[src/rtl/masked_match_table.sv]
// Masked (ternary) match table: each entry matches a key on the bits its mask cares about; lowest index wins.
// Optional per-entry 8-bit saturating hit counters are built when MASKED_MATCH_HIT_COUNT_EN is defined.
module masked_match_table #(
    parameter int                 WIDTH       = 3,
    parameter int                 ENTRIES     = 4,
    parameter int                 RES_W       = 3,
    parameter logic [RES_W-1:0]   DEFAULT_RES = 3'b010,
    localparam int                IDX_W       = $clog2(ENTRIES)
) (
    input  logic                  clock,
    input  logic                  reset,
    input  logic                  cfg_we,
    input  logic [IDX_W-1:0]      cfg_idx,
    input  logic [WIDTH-1:0]      cfg_value,
    input  logic [WIDTH-1:0]      cfg_mask,
    input  logic [RES_W-1:0]      cfg_result,
    input  logic                  cfg_en,
    input  logic                  in_valid,
    input  logic [WIDTH-1:0]      in_data,
`ifdef MASKED_MATCH_HIT_COUNT_EN
    input  logic [IDX_W-1:0]      hit_cnt_rd_idx,
    output logic [7:0]            hit_cnt,
`endif
    output logic                  out_valid,
    output logic                  out_hit,
    output logic [IDX_W-1:0]      out_idx,
    output logic [RES_W-1:0]      out_result
);

    logic                 en     [ENTRIES];
    logic [WIDTH-1:0]     value  [ENTRIES];
    logic [WIDTH-1:0]     mask   [ENTRIES];
    logic [RES_W-1:0]     result [ENTRIES];

    logic                 match_hit;
    logic [IDX_W-1:0]     match_idx;
    logic [RES_W-1:0]     match_res;

    // Indices outside the table never equal any loop index, so such writes fall through untouched.
    always_ff @(posedge clock) begin
        for (int i = 0; i < ENTRIES; i++) begin
            if (reset) begin
                en[i]     <= 1'b0;
                value[i]  <= '0;
                mask[i]   <= '0;
                result[i] <= '0;
            end else if (cfg_we && cfg_idx == IDX_W'(i)) begin
                en[i]     <= cfg_en;
                value[i]  <= cfg_value;
                mask[i]   <= cfg_mask;
                result[i] <= cfg_result;
            end
        end
    end

    // Scan from the top down so the lowest-index match is the last one assigned.
    always_comb begin
        match_hit = 1'b0;
        match_idx = '0;
        match_res = DEFAULT_RES;
        for (int i = ENTRIES - 1; i >= 0; i--) begin
            if (en[i] && (((in_data ^ value[i]) & mask[i]) == '0)) begin
                match_hit = 1'b1;
                match_idx = IDX_W'(i);
                match_res = result[i];
            end
        end
    end

    always_ff @(posedge clock) begin
        if (reset) begin
            out_valid  <= 1'b0;
            out_hit    <= 1'b0;
            out_idx    <= '0;
            out_result <= DEFAULT_RES;
        end else begin
            out_valid <= in_valid;
            if (in_valid) begin
                out_hit    <= match_hit;
                out_idx    <= match_idx;
                out_result <= match_res;
            end
        end
    end

`ifdef MASKED_MATCH_HIT_COUNT_EN
    logic [7:0] cnt [ENTRIES];

    // Counting follows the registered response; a table write to the same entry takes precedence.
    always_ff @(posedge clock) begin
        for (int i = 0; i < ENTRIES; i++) begin
            if (reset) begin
                cnt[i] <= '0;
            end else if (cfg_we && cfg_idx == IDX_W'(i)) begin
                cnt[i] <= '0;
            end else if (out_valid && out_hit && out_idx == IDX_W'(i) && cnt[i] != 8'hFF) begin
                cnt[i] <= cnt[i] + 8'd1;
            end
        end
    end

    always_comb begin
        hit_cnt = '0;
        for (int i = 0; i < ENTRIES; i++) begin
            if (hit_cnt_rd_idx == IDX_W'(i)) begin
                hit_cnt = cnt[i];
            end
        end
    end
`endif

endmodule

[config.mk]
export PLATFORM = sky130hd
export DESIGN_NAME = masked_match_table
export DESIGN_NICKNAME = d
export VERILOG_FILES = /design/src/rtl/masked_match_table.sv
export SDC_FILE = /design/constraint.sdc
export NUM_CORES = 1
export LEC_CHECK = 0
export CORE_ASPECT_RATIO = 0.6
export CORE_UTILIZATION = 59
export CTS_BUF_LIST = sky130_fd_sc_hd__clkbuf_16
export CTS_CLUSTER_SIZE = 40
export DETAILED_ROUTE_END_ITERATION = 6
export PLACE_DENSITY = 0.84
export SYNTH_ARGS = -nofsm -noshare
export SYNTH_HDL_FRONTEND = slang
export SYNTH_SLANG_ARGS = --single-unit
export TNS_END_PERCENT = 100
[constraint.sdc]
create_clock -name clock -period 2.32 [get_ports clock]
set_input_delay 0.232 -clock clock [delete_from_list [all_inputs] [get_ports clock]]
set_output_delay 0.232 -clock clock [all_outputs]
set_load 0.02 [all_outputs]
==> flow_summary.json <==
{
  "status": "complete, no violations",
  "finalSetupTns_ps": 0,
  "drive_gt1_frac": 0.0769,
  "r2r_start": "value[3][1]$_SDFFCE_PN0P_",
  "fp-row-count": 16,
  "synth_ff_type": "edfxtp_1",
  "rrSetupSlack_ps": 530,
  "syn_area_mm2": 0.00211,
  "crit_arrival_ps": 2170,
  "startpoint_type": "primary input",
  "hold_path_startpoint": "out_hit$_SDFFE_PP0P_",
  "cts_buffers": 5,
  "hold_violations": 0,
  "slew_headroom": 0.351,
  "dr.pass1.iters": 4,
  "timing_worst_setup_path_type": "primary input to register",
  "worstMarginPinSlew_ps": 965,
  "grt_pass1_wl_mm": 7.25,
  "synth_edf_count": 40,
  "numClockSinks": 47,
  "antenna_found_initial": 0,
  "fin_cells": 240,
  "postCtsHoldBufs": 0,
  "ys_seq_area_frac": 0.635,
  "crit_fanout": 4,
  "holdPathStages": 2,
  "htree_levels": 2,
  "hpwlAfterDp_mm": 3.28,
  "diodes": 0,
  "power.density_mw_per_mm2": 792,
  "start_util": 0.631,
  "vias_per_cell": 5.81,
  "placedCellCount": 232,
  "post_drt_wl_per_cell_um": 18.9,
  "fillers": 217,
  "grt-ovfl-total": 0,
  "ys_ff_latch": 47,
  "leakage_nw": 0.976,
  "die_x_um": 79.2,
  "fin_crit_sh": 0.847,
  "cts_resized": 0,
  "grt_max_degree": 15,
  "avgSynthCellArea_um2": 12.9,
  "vias": 1395,
  "fin_nets": 213,
  "clk_path_buf_depth": 2,
  "r2r-end": "out_result[2]$_SDFFE_PP0P_",
  "syn_nets": 183,
  "port_buffers": 25,
  "synthDistinctLibCells": 33,
  "crit_path_end_kind": "register",
  "path_clk_slew_ps": 60,
  "cts_tree": "yes",
  "cts_setup_buffers": 0,
  "async_flop_share": 0,
  "layout_common_cells": "and2_1, edfxtp_1, clkdlybuf4s50_1",
  "track_usage": 0.270,
  "ir_drop_uv": 459,
  "worstPathRequired_ps": 2520,
  "slew_viol_final": 0,
  "routabilityCongestion": 0.952,
  "drv_cap": 0,
  "clock_latency_ps": 280,
  "ant_nets": 0,
  "syn_to_final_growth_pct": 21.5,
  "setup_violations": 0,
  "die-area_mm2": 0.00383,
  "core_area_mm2": 0.00334,
  "drt-initial-drc-count": 102,
  "r2r_cells": 5,
  "die_h_um": 48.3,
  "wl_mm": 4.54,
  "hold_end": "out_hit$_SDFFE_PP0P_",
  "ios": 26,
  "first_global_vias": 1402,
  "max_freq_mhz": 509,
  "min_path_type": "register to register",
  "final_common_cell": "and2_1",
  "post-route-drc-count": 0,
  "rsz0062_at_grt": "no",
  "yosys_warnings": 0,
  "finClkSkew_ps": 3.86,
  "clock-root-buffer": "clkbuf_16",
  "min_period_ps": 1960,
  "synth_cells": 164
}
through the flow:
step | hold slack (ps) | total power [W] | cell area (um2) | worst slack (ps) | utilization
floorplan | 430 | 0.00116 | 2110 | 823 | -
global placement | 468 | 0.00126 | 2400 | 203 | 0.719
detailed placement | 486 | 0.00127 | 2400 | 193 | 0.719
CTS | 494 | 0.00204 | 2560 | 411 | 0.767
global route | 516 | 0.00210 | 2560 | 232 | 0.767
finish | 487 | 0.00203 | 2560 | 356 | 0.767
cell families (layout without fill, tap and decap cells):
kind of cell    after synthesis  in the layout  share of synthesized area
flops                        47             47                      0.635
xor+xnor                     12             12                     0.0498
compound gates               25             25                      0.106
simple gates                 66             66                      0.177
buf+inv                      14             45                     0.0320
cell type report:
class	count	area (um2)	share of cell area
sequential	47	1340	0.523
inverter	10	37.5	0.0146
clock inverter	3	37.5	0.0146
tap	45	56.3	0.0220
clock buffer	5	125	0.0488
multi-input combinational	103	702	0.274
timing repair buffer	27	265	0.103
report_power, final:
group | leakage (nW) | total (W) | switching, W | internal, W
clock | 0.0864 | 0.000776 | 0.000276 | 0.000500
combinational | 0.439 | 0.000249 | 0.000140 | 0.000109
sequential | 0.451 | 0.00101 | 0.0000248 | 0.000983
total | 0.976 | 0.00203 | 0.000441 | 0.00159
Yosys cell counts, types with 2 or more instances:
cell type  count  area (um2)
and2_1        41         257
edfxtp_1      40        1200
xor2_1        11        96.3
inv_1         10        37.5
nand2_1        9        33.8
dfxtp_1        7         140
nor2_1         6        22.5
nor3_1         4        20.0
a31o_2         3        26.3
a211o_1        2        17.5
a221oi_1       2        17.5
a22oi_1        2        15.0
a2bb2oi_1      2        17.5
buf_6          2        22.5
clkbuf_1       2        7.51
nand3_1        2        10.0
o21ai_0        2        10.0
o22ai_1        2        12.5
critical path: stages:
cell and delay (ps):
clkdlybuf4s50_1 530, xor2_1 220, a22o_1 260, a211oi_1 500, a221oi_1 250, o22ai_1 180
registers in the layout, indices dropped and copies added (netlist names):
signal and cells:
out_hit 1, out_valid 1, mask 12, en 4, out_result 3, value 12
out_idx 2, result 12
worst max-delay path by stage:
stage	startpoint	to	slack [ps]
finish	in_data[1]	out_result[2]$_SDFFE_PP0P_	360
global route	in_data[1]	out_result[2]$_SDFFE_PP0P_	230
CTS	in_data[2]	out_hit$_SDFFE_PP0P_	410
detailed placement	in_data[2]	out_result[2]$_SDFFE_PP0P_	190
global placement	in_data[2]	out_result[0]$_SDFFE_PP0P_	200
floorplan	value[3][1]$_SDFFCE_PN0P_	out_result[1]$_SDFFE_PP1P_	820
routing by layer:
metal  GRT usage  vias up  share of wire
met5           0        -              0
met4      0.0818        0          0.012
met3      0.0868        6           0.13
met2       0.398       82           0.45
met1       0.386      658           0.40
li1            -      649              -
(Power assumes the default switching activity.)
